--- src/rtl/ritc_sample_readout_controller.sv ---
// RITC sample readout controller.
// Streams one header word plus 256 RAM words of a completed event buffer
// through a valid/ready port. A 4-deep output FIFO absorbs RAM latency.
// Reads are issued only while FIFO occupancy plus reads in flight is below
// the depth, so the FIFO cannot overflow.
//
// state    | meaning
// ---------+-------------------------------------------------------------
// IDLE     | waiting for a completed buffer while enable_i is high
// HEADER   | push the header word {event_count, rd_buf} into the FIFO
// READ     | issue RAM reads for word index 0..255
// DRAIN    | wait until every word is captured and accepted downstream
// CLEAR    | one-cycle clear_o pulse; event counter increments
// HOLDOFF  | one cycle so that the advanced read_buffer_i is visible
module ritc_sample_readout_controller #(
  parameter int          DATA_WIDTH        = 48,
  parameter int          RAM_LATENCY       = 2,
  parameter logic [15:0] EVENT_COUNT_RESET = 16'h0000
) (
  input  logic                  clk_i,
  input  logic                  reset_n_i,
  input  logic                  enable_i,
  input  logic                  abort_i,
  input  logic [1:0]            write_buffer_i,
  input  logic [1:0]            read_buffer_i,
  output logic [9:0]            read_addr_o,
  output logic                  read_en_o,
  input  logic [DATA_WIDTH-1:0] ram_data_i,
  output logic [DATA_WIDTH-1:0] dout_o,
  output logic                  dout_valid_o,
  input  logic                  dout_ready_i,
  output logic                  clear_o,
  output logic                  busy_o,
  output logic [15:0]           event_count_o
);

  localparam logic [2:0] S_IDLE    = 3'd0;
  localparam logic [2:0] S_HEADER  = 3'd1;
  localparam logic [2:0] S_READ    = 3'd2;
  localparam logic [2:0] S_DRAIN   = 3'd3;
  localparam logic [2:0] S_CLEAR   = 3'd4;
  localparam logic [2:0] S_HOLDOFF = 3'd5;

  logic [2:0]            r_state;
  logic [1:0]            r_rd_buf;
  logic [7:0]            r_idx;
  logic [15:0]           r_event_count;
  logic [1:0]            r_pipe;
  logic [2:0]            r_inflight;
  logic [DATA_WIDTH-1:0] r_fifo [0:3];
  logic [1:0]            r_wr_ptr;
  logic [1:0]            r_rd_ptr;
  logic [2:0]            r_count;

  logic                  w_available;
  logic                  w_space;
  logic                  w_read_en;
  logic                  w_capture;
  logic                  w_pop;
  logic                  w_header_push;
  logic                  w_push;
  logic                  w_clear;
  logic [DATA_WIDTH-1:0] w_header;
  logic [DATA_WIDTH-1:0] w_push_data;
  logic [2:0]            w_state_nxt;

  assign w_available   = (read_buffer_i != write_buffer_i);
  assign w_space       = (({1'b0, r_count} + {1'b0, r_inflight}) < 4'd4);
  assign w_read_en     = (r_state == S_READ) && w_space && !abort_i;
  // The pipe is always two bits; latency 1 simply taps the first stage.
  assign w_capture     = r_pipe[RAM_LATENCY-1];
  assign w_pop         = (r_count != 3'd0) && dout_ready_i;
  assign w_header_push = (r_state == S_HEADER) && w_space && !abort_i;
  assign w_push        = w_header_push || w_capture;
  assign w_clear       = (r_state == S_CLEAR) && !abort_i;
  assign w_header      = {{(DATA_WIDTH-18){1'b0}}, r_event_count, r_rd_buf};
  assign w_push_data   = w_header_push ? w_header : ram_data_i;

  assign read_addr_o   = {r_rd_buf, r_idx};
  assign read_en_o     = w_read_en;
  assign dout_valid_o  = (r_count != 3'd0);
  assign dout_o        = dout_valid_o ? r_fifo[r_rd_ptr] : '0;
  assign clear_o       = w_clear;
  assign busy_o        = (r_state != S_IDLE);
  assign event_count_o = r_event_count;

  // Next-state selection; abort overrides every other transition.
  always_comb begin
    w_state_nxt = r_state;
    case (r_state)
      S_IDLE:    if (w_available && enable_i) w_state_nxt = S_HEADER;
      S_HEADER:  if (w_space) w_state_nxt = S_READ;
      S_READ:    if (w_read_en && (r_idx == 8'hFF)) w_state_nxt = S_DRAIN;
      // Leave as the last word is accepted so clear_o follows the final handshake.
      S_DRAIN:   if ((r_inflight == 3'd0) &&
                     ((r_count == 3'd0) || ((r_count == 3'd1) && w_pop)))
                   w_state_nxt = S_CLEAR;
      S_CLEAR:   w_state_nxt = S_HOLDOFF;
      S_HOLDOFF: w_state_nxt = S_IDLE;
      default:   w_state_nxt = S_IDLE;
    endcase
    if (abort_i) w_state_nxt = S_IDLE;
  end

  // State, buffer latch, word index and completed-event counter.
  always_ff @(posedge clk_i or negedge reset_n_i) begin
    if (!reset_n_i) begin
      r_state       <= S_IDLE;
      r_rd_buf      <= 2'd0;
      r_idx         <= 8'd0;
      r_event_count <= EVENT_COUNT_RESET;
    end else begin
      r_state <= w_state_nxt;
      if ((r_state == S_IDLE) && (w_state_nxt == S_HEADER)) begin
        r_rd_buf <= read_buffer_i;
        r_idx    <= 8'd0;
      end else if (w_read_en) begin
        r_idx <= r_idx + 8'd1;
      end
      if (w_clear) r_event_count <= r_event_count + 16'd1;
    end
  end

  // Read-return pipeline and in-flight count; abort drops late RAM returns.
  always_ff @(posedge clk_i or negedge reset_n_i) begin
    if (!reset_n_i) begin
      r_pipe     <= 2'b00;
      r_inflight <= 3'd0;
    end else if (abort_i) begin
      r_pipe     <= 2'b00;
      r_inflight <= 3'd0;
    end else begin
      r_pipe     <= {r_pipe[0], w_read_en};
      r_inflight <= r_inflight + {2'b00, w_read_en} - {2'b00, w_capture};
    end
  end

  // Output FIFO: header and captured RAM words in, head word out on handshake.
  always_ff @(posedge clk_i or negedge reset_n_i) begin
    if (!reset_n_i) begin
      for (int i = 0; i < 4; i++) r_fifo[i] <= '0;
      r_wr_ptr <= 2'd0;
      r_rd_ptr <= 2'd0;
      r_count  <= 3'd0;
    end else if (abort_i) begin
      r_wr_ptr <= 2'd0;
      r_rd_ptr <= 2'd0;
      r_count  <= 3'd0;
    end else begin
      if (w_push) begin
        r_fifo[r_wr_ptr] <= w_push_data;
        r_wr_ptr         <= r_wr_ptr + 2'd1;
      end
      if (w_pop) r_rd_ptr <= r_rd_ptr + 2'd1;
      r_count <= r_count + {2'b00, w_push} - {2'b00, w_pop};
    end
  end

endmodule

--- config.mk ---
export PLATFORM = sky130hd
export DESIGN_NAME = ritc_sample_readout_controller
export DESIGN_NICKNAME = d
export VERILOG_FILES = /design/src/rtl/ritc_sample_readout_controller.sv
export SDC_FILE = /design/constraint.sdc
export NUM_CORES = 1
export LEC_CHECK = 0
export BUFFER_PORTS_ARGS = -buffer_cell sky130_fd_sc_hd__clkbuf_2
export CORE_MARGIN = 4
export CORE_UTILIZATION = 45
export CTS_CLUSTER_SIZE = 20
export DETAILED_ROUTE_END_ITERATION = 16
export SLEW_MARGIN = 20
export SYNTH_ARGS = -nofsm -noshare
export SYNTH_HDL_FRONTEND = slang
export SYNTH_SLANG_ARGS = --single-unit
--- constraint.sdc ---
create_clock -name clk_i -period 3.5 [get_ports clk_i]
set_input_delay 0.7 -clock clk_i [delete_from_list [all_inputs] [get_ports clk_i]]
set_output_delay 0.7 -clock clk_i [all_outputs]
set_load 0.005 [all_outputs]
==> flow_summary.ini <==
[run_status]
status = finished clean

[route]
wl_per_cell_um = 20.07
drt-initial-drc-count = 310
highest_layer = met4
dr_wl_met3_um = 880
num_vias = 6809
drcViolationCount = 0
wirelength_met1_mm = 10.76
firstDrtPassIters = 4
ant_nets = 0
wirelength_mm = 25.07
wl_met2_mm = 12.87
routed_via_density = 5.452

[floorplan]
core-area_um2 = 24390
initial_utilization_pct = 45.89
die_h_um = 165.7
die_w_um = 165.7
dieArea_um2 = 27460
num_rows = 57
io_pins = 135

[cts]
post_cts_buffers = 0
root_buffer = clkbuf_16
clock_path_buffers = 3
cts_hold_buf = 0
cts.sinks = 233
ctsResizeCount = 0
clk_pin_slew_worst_paths_ps = 50
htree_levels = 1
cts_made_buffers = 26
cts_tree = built
clk_latency_ps = 520

[layout]
syn2layout_area_growth_pct = 17.27
fillers = 2104
regArea_um2 = 5836
final_cells = 1249
multi_input_area_um2 = 5091
fin_util_pct = 53.81
diodes = 0
drive_above_1_share_pct = 50.38
final_cell_mix = dfrtp_1 (231), mux2_2 (214), clkbuf_2 (133)
final_common_cell = dfrtp_1
fin_nets = 977

[flow_run]
max_cap_viol_count = 0

[place]
place_congestion = 0.7595
dp.cells = 1202
io_buffers = 134
place_hpwl_mm = 15.93

[grt]
overflow = 0
gr-usage-all-layers_pct = 18.22
antenna_found_initial = 0
grt_first_pass_wirelength_mm = 41.16
grt_start_max_net_pins = 81
grt_pass1_vias = 7696

[power]
power_frac_comb_pct = 30.8
vdd_drop_max_uv = 434.0
power_density_nw_per_um2 = 693.2
p_switching_mw = 2.597
internal-power_mw = 6.502
clkPwrFrac_pct = 29.2
p_sw_share_pct = 28.54
seqPwrFrac_pct = 40.0
cellLeakagePower_nw = 6.195

[yosys]
netlist_area_um2 = 11190
synth_top_cell_by_area = dfrtp_1
synthTopCellsByArea = dfrtp_1 (52%), mux2_2 (22%), mux4_2 (9.7%)
ys_ff_latch = 233
synth_cells = 775
syn-num-nets = 846
avgSynthCellArea_um2 = 14.44
yosysUniqueCellTypes = 42
yosysWarnings = 0
synth_top_area_share_pct = 52.10
seq_area_frac_synth_pct = 52.10

[timing]
worst_pin_slew_ps = 611.4
hold_slack_ps = 162.8
fmax_ghz = 0.3266
finalHoldViolCount = 0
slew_violations = 0
final-setup-viol-count = 0
fin_worst_skew_ps = 10.59
max_slew_margin_pct = 59.24
rsz0062_at_grt = no
min_period_ps = 3062
setup_tns_ps = 0
fin_crit_sh_pct = 87.49

[worst_setup_path]
critPathBufInv = 2
critPathSlowestCell = dfrtp_1
critPathKind = reg -> out
endpoint_kind = primary output
crit_fanout = 8
cp.arrival_ps = 2360
cp_cell_sequence = ha_1 > nor3_4 > nand4_1 > inv_1 > clkbuf_2
worstSetupStartpointType = register
slowest_delay_ps = 400
crit_family = simple AND/OR/NAND/NOR gates
required_ps = 2800

[hold_path]
hp-class = in -> async
power groups by stage:
stage	registers (mW)	clock network (mW)	logic [mW]
floorplan	3.51	0	1.98
global placement	3.62	0	2.79
detailed placement	3.69	0	2.87
CTS	3.64	2.75	2.88
global route	3.71	2.86	3.08
finish	3.64	2.66	2.81
cell type report:
type                    count  share of cell area, %
clock buffers              41                  6.082
clock inverters             6                 0.4385
inverters                  13                 0.3718
multi-input cells         482                  38.79
flip-flops and latches    233                  44.46
well taps                 324                  3.089
repair buffers            150                  6.768
final timing paths:
| path | startpoint | endpoint | slack (ps) | cells after the start |
|---|---|---|---|---|
| worst max-delay path | r_inflight[2] | read_en_o | 440 | 5 |
| worst min register to register | r_pipe[0] | r_pipe[1] | 470 | 1 |
| max in group asynchronous | reset_n_i | r_rd_ptr[1] | 2370 | 2 |
| worst min-delay path | reset_n_i | event_count_o[15] | 160 | 1 |
| min in group clk_i | read_buffer_i[1] | r_rd_buf[1] | 450 | 2 |
| worst max register to register | r_inflight[2] | r_count[2] | 650 | 10 |
stage by stage:
step | total power [mW] | instance area, µm² | setup slack [ps]
after global placement | 6.413 | 12270 | 742.8
final | 9.099 | 13130 | 437.9
after CTS | 9.274 | 13130 | 384.2
after global routing | 9.649 | 13130 | 331.4
after floorplan | 5.490 | 11190 | 867.2
after detailed placement | 6.561 | 12270 | 667.1
cell families (layout without fill, tap and decap cells):
logic type               count (synthesis)  after routing  share of synthesized area (%)
AO/OA/AOI/OAI                           20             20                          1.185
XOR/XNOR                                26             26                          2.035
adder cells (fa/ha/maj)                 14             14                          1.699
buffers and inverters                   60            210                          2.694
flip-flops                             233            233                          52.10
multiplexers                           264            264                          31.37
AND/OR/NAND/NOR                        158            158                          8.921
sequential cells by signal (all words and copies together) (netlist names):
name / flops
r_inflight: 3
r_rd_buf: 2
r_rd_ptr: 2
r_idx: 8
r_state: 3
r_pipe: 2
r_wr_ptr: 2
r_count: 3
r_fifo: 192
event_count_o: 16
layer usage:
metal / global-route usage (%) / up-vias
li1: - / 3060
met1: 23.83 / 3576
met2: 32.00 / 134
met3: 2.693 / 39
met4: 4.842 / 0
met5: 0 / -
synth_stat cells (all sizes together):
cell type  instances
nor2b              7
buf               36
a22o               1
nor4b              3
mux4              48
ha                12
nand3              7
a31oi              1
clkbuf            11
o32ai              1
and2              79
o21ai              3
mux2i              2
nand4              9
o31ai              3
nand3b             1
a41oi              1
xnor2             16
nor4               2
dfrtp            233
nand2             10
and3               4
inv               13
o21bai             1
a21oi              8
o21a               1
xor2              10
mux2             214
or4                4
fa                 2
or3                3
or4b               1
nor3b              7
nor3               5
nor2              16
No activity file was read; power rests on OpenSTA's default activity.
